File: config.mk
export PLATFORM = sky130hd
export DESIGN_NAME = data_mem_responder_flat
export DESIGN_NICKNAME = d
export VERILOG_FILES = /design/src/rtl/data_mem_if.sv /design/src/rtl/data_mem_responder.sv /design/src/flat_wrapper.sv
export SDC_FILE = /design/constraint.sdc
export NUM_CORES = 2
export LEC_CHECK = 0
export ABC_AREA = 1
export BUFFER_PORTS_ARGS = -buffer_cell sky130_fd_sc_hd__buf_2
export CAP_MARGIN = 30
export CORE_ASPECT_RATIO = 1.2
export CORE_MARGIN = 1.5
export CORE_UTILIZATION = 60
export DETAILED_ROUTE_END_ITERATION = 8
export PLACE_DENSITY_LB_ADDON = 0.08
export SYNTH_ARGS = -nofsm -noshare
export SYNTH_HDL_FRONTEND = slang
export SYNTH_SLANG_ARGS = --single-unit
export TNS_END_PERCENT = 5
File: constraint.sdc
create_clock -name clk -period 2.95 [get_ports clk]
set_input_delay 0.4425 -clock clk [delete_from_list [all_inputs] [get_ports clk]]
set_output_delay 0.4425 -clock clk [all_outputs]
set_load 0.005 [all_outputs]
File: src/rtl/data_mem_if.sv
// Per-thread data memory request/response bundle between compute-core LSUs
// (master) and the data memory responder (slave).
//
// Handshake: a request channel raises read_valid and/or write_valid with its
// address (and write data) and holds them until the matching ready bit is
// seen high. Ready is a single-cycle completion pulse, and read_data for that
// channel is valid in the same cycle. The master should drop valid in the
// ready cycle or the cycle after it. Request fields are sampled only at the
// grant edge, so later changes do not affect an access already in progress.
interface data_mem_if #(
  parameter int ADDR_BITS = 8,
  parameter int DATA_BITS = 8,
  parameter int THREADS   = 4
);
  logic [THREADS-1:0]                read_valid;
  logic [THREADS-1:0][ADDR_BITS-1:0] read_address;
  logic [THREADS-1:0]                read_ready;
  logic [THREADS-1:0][DATA_BITS-1:0] read_data;
  logic [THREADS-1:0]                write_valid;
  logic [THREADS-1:0][ADDR_BITS-1:0] write_address;
  logic [THREADS-1:0][DATA_BITS-1:0] write_data;
  logic [THREADS-1:0]                write_ready;
  // Responder FSM state, exposed for observation (IDLE=0, ACCESS=1, RESPOND=2).
  logic [1:0]                        fsm_state;

  modport master (
    output read_valid, read_address, write_valid, write_address, write_data,
    input  read_ready, read_data, write_ready, fsm_state
  );

  modport slave (
    input  read_valid, read_address, write_valid, write_address, write_data,
    output read_ready, read_data, write_ready, fsm_state
  );
endinterface

File: src/rtl/data_mem_responder.sv
// Data memory responder: round-robin arbitration over per-thread read/write
// channels in front of a single-port RAM. It serves one access at a time,
// with a fixed grant-to-ready latency, and returns a one-cycle ready pulse.
module data_mem_responder #(
  parameter int DATA_MEM_ADDR_BITS = 8,
  parameter int DATA_MEM_DATA_BITS = 8,
  parameter int THREADS_PER_BLOCK  = 4,
  parameter int LATENCY            = 2
) (
  input  logic       clk,
  input  logic       reset,
  data_mem_if.slave  mem,
  output logic       busy
);

  localparam int A     = DATA_MEM_ADDR_BITS;
  localparam int D     = DATA_MEM_DATA_BITS;
  localparam int T     = THREADS_PER_BLOCK;
  localparam int DEPTH = 1 << A;
  localparam int PTR_W = (T > 1) ? $clog2(T) : 1;

  typedef enum logic [1:0] {
    IDLE    = 2'd0,
    ACCESS  = 2'd1,
    RESPOND = 2'd2
  } state_t;

  state_t state;
  state_t next_state;

  // Arbitration state
  logic [PTR_W-1:0] rr_ptr;
  logic [T-1:0]     cooldown;
  logic [T-1:0]     eligible;
  logic             grant_found;
  logic [PTR_W-1:0] grant_ch;
  logic [PTR_W-1:0] ptr_next;

  // Captured access
  logic [PTR_W-1:0] ch_q;
  logic             op_write_q;
  logic [A-1:0]     addr_q;
  logic [D-1:0]     wdata_q;
  logic [3:0]       cnt;
  logic             access_done;

  // Response registers
  logic [T-1:0]        rd_ready_q;
  logic [T-1:0]        wr_ready_q;
  logic [T-1:0][D-1:0] rd_data_q;

  logic [D-1:0] ram [DEPTH];

  // A channel that was just served sits out exactly one IDLE cycle. This way a
  // core that drops valid one cycle late is never served twice.
  assign eligible    = (mem.read_valid | mem.write_valid) & ~cooldown;
  assign access_done = (state == ACCESS) && (cnt == 4'd0);
  assign ptr_next    = (ch_q == PTR_W'(T - 1)) ? '0 : ch_q + 1'b1;

  // Round-robin scan: first eligible channel starting at rr_ptr, wrapping mod T.
  always_comb begin
    int idx;
    logic [PTR_W-1:0] cand;
    grant_found = 1'b0;
    grant_ch    = '0;
    idx         = 0;
    cand        = '0;
    for (int i = 0; i < T; i++) begin
      idx = int'(rr_ptr) + i;
      if (idx >= T) idx = idx - T;
      cand = PTR_W'(idx);
      if (!grant_found && eligible[cand]) begin
        grant_found = 1'b1;
        grant_ch    = cand;
      end
    end
  end

  // Next-state logic for the IDLE -> ACCESS -> RESPOND -> IDLE cycle.
  always_comb begin
    next_state = state;
    case (state)
      IDLE:    if (grant_found) next_state = ACCESS;
      ACCESS:  if (cnt == 4'd0) next_state = RESPOND;
      RESPOND: next_state = IDLE;
      default: next_state = IDLE;
    endcase
  end

  // State register.
  always_ff @(posedge clk) begin
    if (!reset) state <= IDLE;
    else        state <= next_state;
  end

  // Capture the winning request at the grant edge, then count down the latency.
  // A channel with both valids is served as a read first. Its write is granted
  // on a later pass.
  always_ff @(posedge clk) begin
    if (!reset) begin
      ch_q       <= '0;
      op_write_q <= 1'b0;
      addr_q     <= '0;
      wdata_q    <= '0;
      cnt        <= '0;
    end else begin
      case (state)
        IDLE: begin
          if (grant_found) begin
            ch_q       <= grant_ch;
            op_write_q <= ~mem.read_valid[grant_ch];
            addr_q     <= mem.read_valid[grant_ch] ? mem.read_address[grant_ch]
                                                   : mem.write_address[grant_ch];
            wdata_q    <= mem.write_data[grant_ch];
            cnt        <= 4'(LATENCY - 1);
          end
        end
        ACCESS: begin
          if (cnt != 4'd0) cnt <= cnt - 4'd1;
        end
        default: ;
      endcase
    end
  end

  // Response pulses, read data, round-robin pointer and cooldown mask.
  always_ff @(posedge clk) begin
    if (!reset) begin
      rd_ready_q <= '0;
      wr_ready_q <= '0;
      rd_data_q  <= '0;
      rr_ptr     <= '0;
      cooldown   <= '0;
    end else begin
      case (state)
        IDLE: begin
          cooldown <= '0;
        end
        ACCESS: begin
          if (cnt == 4'd0) begin
            if (op_write_q) begin
              wr_ready_q[ch_q] <= 1'b1;
            end else begin
              rd_ready_q[ch_q] <= 1'b1;
              rd_data_q[ch_q]  <= ram[addr_q];
            end
          end
        end
        RESPOND: begin
          rd_ready_q <= '0;
          wr_ready_q <= '0;
          rr_ptr     <= ptr_next;
          cooldown   <= T'(1) << ch_q;
        end
        default: ;
      endcase
    end
  end

  // Single-port RAM: cleared on reset and written at the completing edge of a write.
  // Reset wins over a write in flight, so an interrupted write never lands.
  always_ff @(posedge clk) begin
    if (!reset) begin
      for (int i = 0; i < DEPTH; i++) ram[A'(i)] <= '0;
    end else if (access_done && op_write_q) begin
      ram[addr_q] <= wdata_q;
    end
  end

  assign mem.read_ready  = rd_ready_q;
  assign mem.write_ready = wr_ready_q;
  assign mem.read_data   = rd_data_q;
  assign mem.fsm_state   = state;
  assign busy            = (state == ACCESS) || (state == RESPOND);

endmodule

File: src/flat_wrapper.sv
// flat-port wrapper written by rule: the top's interface ports become plain ports
module data_mem_responder_flat 
#(
  parameter int DATA_MEM_ADDR_BITS = 8,
  parameter int DATA_MEM_DATA_BITS = 8,
  parameter int THREADS_PER_BLOCK  = 4,
  parameter int LATENCY            = 2
)
  (clk, reset, busy, mem_read_valid, mem_read_address, mem_write_valid, mem_write_address, mem_write_data, mem_read_ready, mem_read_data, mem_write_ready, mem_fsm_state);
  data_mem_if #(.ADDR_BITS((8)), .DATA_BITS((8)), .THREADS((4))) mem_i ();
  input  logic clk;
  input  logic reset;
  output logic busy;
  input wire logic [$bits(mem_i.read_valid)-1:0] mem_read_valid;
  input wire logic [$bits(mem_i.read_address)-1:0] mem_read_address;
  input wire logic [$bits(mem_i.write_valid)-1:0] mem_write_valid;
  input wire logic [$bits(mem_i.write_address)-1:0] mem_write_address;
  input wire logic [$bits(mem_i.write_data)-1:0] mem_write_data;
  output wire logic [$bits(mem_i.read_ready)-1:0] mem_read_ready;
  output wire logic [$bits(mem_i.read_data)-1:0] mem_read_data;
  output wire logic [$bits(mem_i.write_ready)-1:0] mem_write_ready;
  output wire logic [$bits(mem_i.fsm_state)-1:0] mem_fsm_state;
  assign mem_i.read_valid = mem_read_valid;
  assign mem_i.read_address = mem_read_address;
  assign mem_i.write_valid = mem_write_valid;
  assign mem_i.write_address = mem_write_address;
  assign mem_i.write_data = mem_write_data;
  assign mem_read_ready = mem_i.read_ready;
  assign mem_read_data = mem_i.read_data;
  assign mem_write_ready = mem_i.write_ready;
  assign mem_fsm_state = mem_i.fsm_state;
  data_mem_responder #(.DATA_MEM_ADDR_BITS(DATA_MEM_ADDR_BITS), .DATA_MEM_DATA_BITS(DATA_MEM_DATA_BITS), .THREADS_PER_BLOCK(THREADS_PER_BLOCK), .LATENCY(LATENCY)) u_core (.clk(clk), .reset(reset), .mem(mem_i), .busy(busy));
endmodule
==> metrics.txt <==
Hold Crit Class=in2reg; Critical Path Sink Type=flip-flop; die area=161900 µm²; Worst-path clk slew=~0.06 ns; DRT Wirelength=298100 µm; Die H=440.5 µm; Layout Skew=0.04004 ns; Area after DPL=a little over 100000 µm²; maximum clock frequency=329.2 MHz; slack of the critical path=-0.08728 ns; final net count=9813; critical-path maximum fanout=71; Setup violations, final=7; Overall Power=96.16 mW; post-synthesis instance area=95690 µm²; CTS tree=done; Syn Area/Cell=between 9 and 10 µm²; Final Util=between 60% and 70%; RSZ-0062 raised after global routing=true; design area=107800 µm²; final worst path period share=103.0%; chip width=~370 µm; port buffer count=148; ratio of cells with drive above 1 in the final layout=10.57%; Leak=~40 nW; total negative slack=-0.3368 ns; failing checks=setup timing; pin count of the biggest net entering global routing=139; sequential share of the synthesized area=65.92%; cell count after synthesis=between 9000 and 10000; H-tree levels=4; HPWL Detailed=184700 µm; DRC viols=0; global router's overall resource usage=between 30 and 40%; clock buffer depth=3; critical path arrival=3.78 ns; Placer Congestion=slightly below 1; Final Slew Violations=0; first-pass GRT wire length=434700 µm; post-synthesis net count=9787; starting density of the core=approximately 60%; post-synth cell types=36; number of routed nets with antenna violations=0; Routed WL per cell=about 25 µm; drt pass-1 iters=8; ys flop type=edfxtp_1; # rows=160; EDFF count, synth=2048; #FFs+latches synth=between 2000 and 2500; VDD IR max=0.9449 mV; fin crit period=3.037 ns; Slew @ Worst Pin=1.207 ns; vias in the first global route=between 70000 and 80000; PwrDens=891.7 nW/µm²; final hold violation count=0; initial antenna violation count=5; CP required=between 3 and 4 ns; DRT iter0 DRCs=10380; later-pin clock latency in the skew report=0.87 ns; fraction of registers with async set/reset=0%; GR Overflow Total=0; Crit Path Class=reg2reg; synth warn=0; detailed-route via count=between 70000 and 80000; core footprint=158400 µm²; via/cell ratio=about 6.3; root buffer cell=clkbuf_16; synth-to-layout area growth=12.69%; CTS Buf Count=~200; CTS Sinks=2127; I/O Pins=149; Max Cap Viol=0; outcome=finished with violations; startpoint class of the critical path=flip-flop; Slew HR=19.51%
-- metal layers --
metal  up-vias  global-route usage [%]  part of all wire, %
met5         -                       0               0.0064
met4         2                   17.92                  5.3
met3       789                   7.649                   11
met2      4709                   58.38                   47
met1     36100                   46.35                   36
li1      33410                       -                    -
-- per-stage QoR --
stage          setup WS [ns]  hold WS [ns]  cells
5_1_grt             -0.09084       0.05390  11970
3_5_place_dp         -0.2367        0.4357  11580
3_3_place_gp         -0.2307        0.4355  11580
6_report            -0.08728       0.02773  11980
4_1_cts            -0.001102     0.0002024  11960
2_1_floorplan         0.4979        0.4316   9672
-- final timing paths --
kind | start | endpoint | slack [ns] | cells past startpoint
hold / removal | mem_write_data[0] | u_core.wdata_q[0] | 0.03 | 7
hold reg to reg | u_core.mem.read_ready[0] | u_core.mem.read_ready[0] | 0.45 | 2
setup / recovery | flip-flop | u_core.mem.read_data[28] | -0.09 | 12
setup reg to reg | flip-flop | u_core.mem.read_data[28] | -0.09 | 12
-- registers in the layout (all words and copies together) (netlist names), named ones only --
register,cells
u_core.addr_q,8
u_core.ch_q,2
u_core.cnt,4
u_core.cooldown,4
u_core.mem.fsm_state,2
u_core.mem.read_data,32
u_core.mem.read_ready,4
u_core.mem.write_ready,4
u_core.op_write_q,1
u_core.ram,2048
u_core.rr_ptr,2
u_core.wdata_q,8
-- area by class of cell --
type	instances	area, µm²
Antenna cell	4	10.01
Fill cell	12120	50520
Sequential cell	2127	63100
Clock inverter	116	1056
Clock buffer	254	5386
Inverter	159	700.7
Multi-Input combinational cell	6618	29190
Tap cell	2106	2635
Timing Repair Buffer	591	5759
-- cells in the final DEF, fill, tap and decap left out, types with 8 or more instances in the layout --
cell | Yosys | layout
nand2_1 | 1187 | 1126
nand3b_1 | 32 | 32
buf_16 | 0 | 8
nor2_1 | 3069 | 3052
nand3_2 | 3 | 20
dlygate4sd3_1 | 0 | 11
inv_8 | 0 | 10
inv_1 | 143 | 133
dfxtp_1 | 79 | 73
a21oi_1 | 85 | 85
o22ai_1 | 488 | 488
buf_12 | 0 | 109
ha_1 | 9 | 9
buf_4 | 29 | 305
buf_2 | 136 | 147
clkinv_1 | 7 | 52
inv_2 | 8 | 8
clkinv_2 | 0 | 37
clkbuf_16 | 0 | 212
nor2_4 | 0 | 16
edfxtp_1 | 2048 | 2048
nand3_1 | 614 | 593
clkinvlp_4 | 0 | 9
clkbuf_1 | 549 | 44
o211ai_1 | 14 | 14
bufinv_16 | 0 | 18
nor3_1 | 10 | 9
o21ai_0 | 1044 | 1043
nor2_2 | 10 | 11
nand2_2 | 36 | 94
-- cell families after synthesis --
logic type	after synthesis	share of synthesized area [%]
DFF	2127	65.92
and+or+nand+nor	4971	20.65
AOI/OAI and AO/OA	1635	9.234
xor gates and xnor gates	3	0.04708
buffers and inverters	927	4.035
adders and majority gates	9	0.1177
-- critical path: stages (launching register included) --
cell       delay (ns)
dfxtp_4          0.49
clkinv_16        0.20
buf_12           0.25
o21ai_0          0.32
o22ai_1          0.18
nand2_1          0.11
nand3_1          0.09
nand3_1          0.24
nand3_1          0.21
nand3_1          0.13
nand3_1          0.27
nand2_4          0.26
a21oi_1          0.09
-- what timing repair did --
| item | 4_1_cts | 5_1_grt |
|---|---|---|
| gates cloned | 1 | 5 |
| endpoints found under the setup margin | 20 | 812 |
| endpoints found under the hold margin | 7 | 0 |
| buffers inserted | 0 | 6 |
| hold buffers | 11 | 0 |
| gates resized for setup | 14 | 88 |
-- report_power, final --
part / internal (mW) / leakage (nW) / total, mW / switching (mW)
registers: 34.3 / 21.8 / 35.0 / 0.713
clock network: 14.5 / 3.14 / 25.8 / 11.3
logic: 9.28 / 14.6 / 35.4 / 26.1
-- cell usage after synthesis, types with 13 or more instances --
library cell / count / share of area [%]
nand2_2: 36 / 0.24
edfxtp_1: 2048 / 64
a21oi_1: 85 / 0.44
clkbuf_1: 549 / 2.2
nand3_1: 614 / 3.2
buf_2: 136 / 0.71
inv_1: 143 / 0.56
dfxtp_1: 79 / 1.7
buf_1: 41 / 0.16
o211ai_1: 14 / 0.11
nand3b_1: 32 / 0.25
nor2_1: 3069 / 12
buf_4: 29 / 0.23
buf_6: 13 / 0.15
o21ai_0: 1044 / 5.5
o22ai_1: 488 / 3.2
nand2_1: 1187 / 4.7
Power figures use the tool's default switching activity.
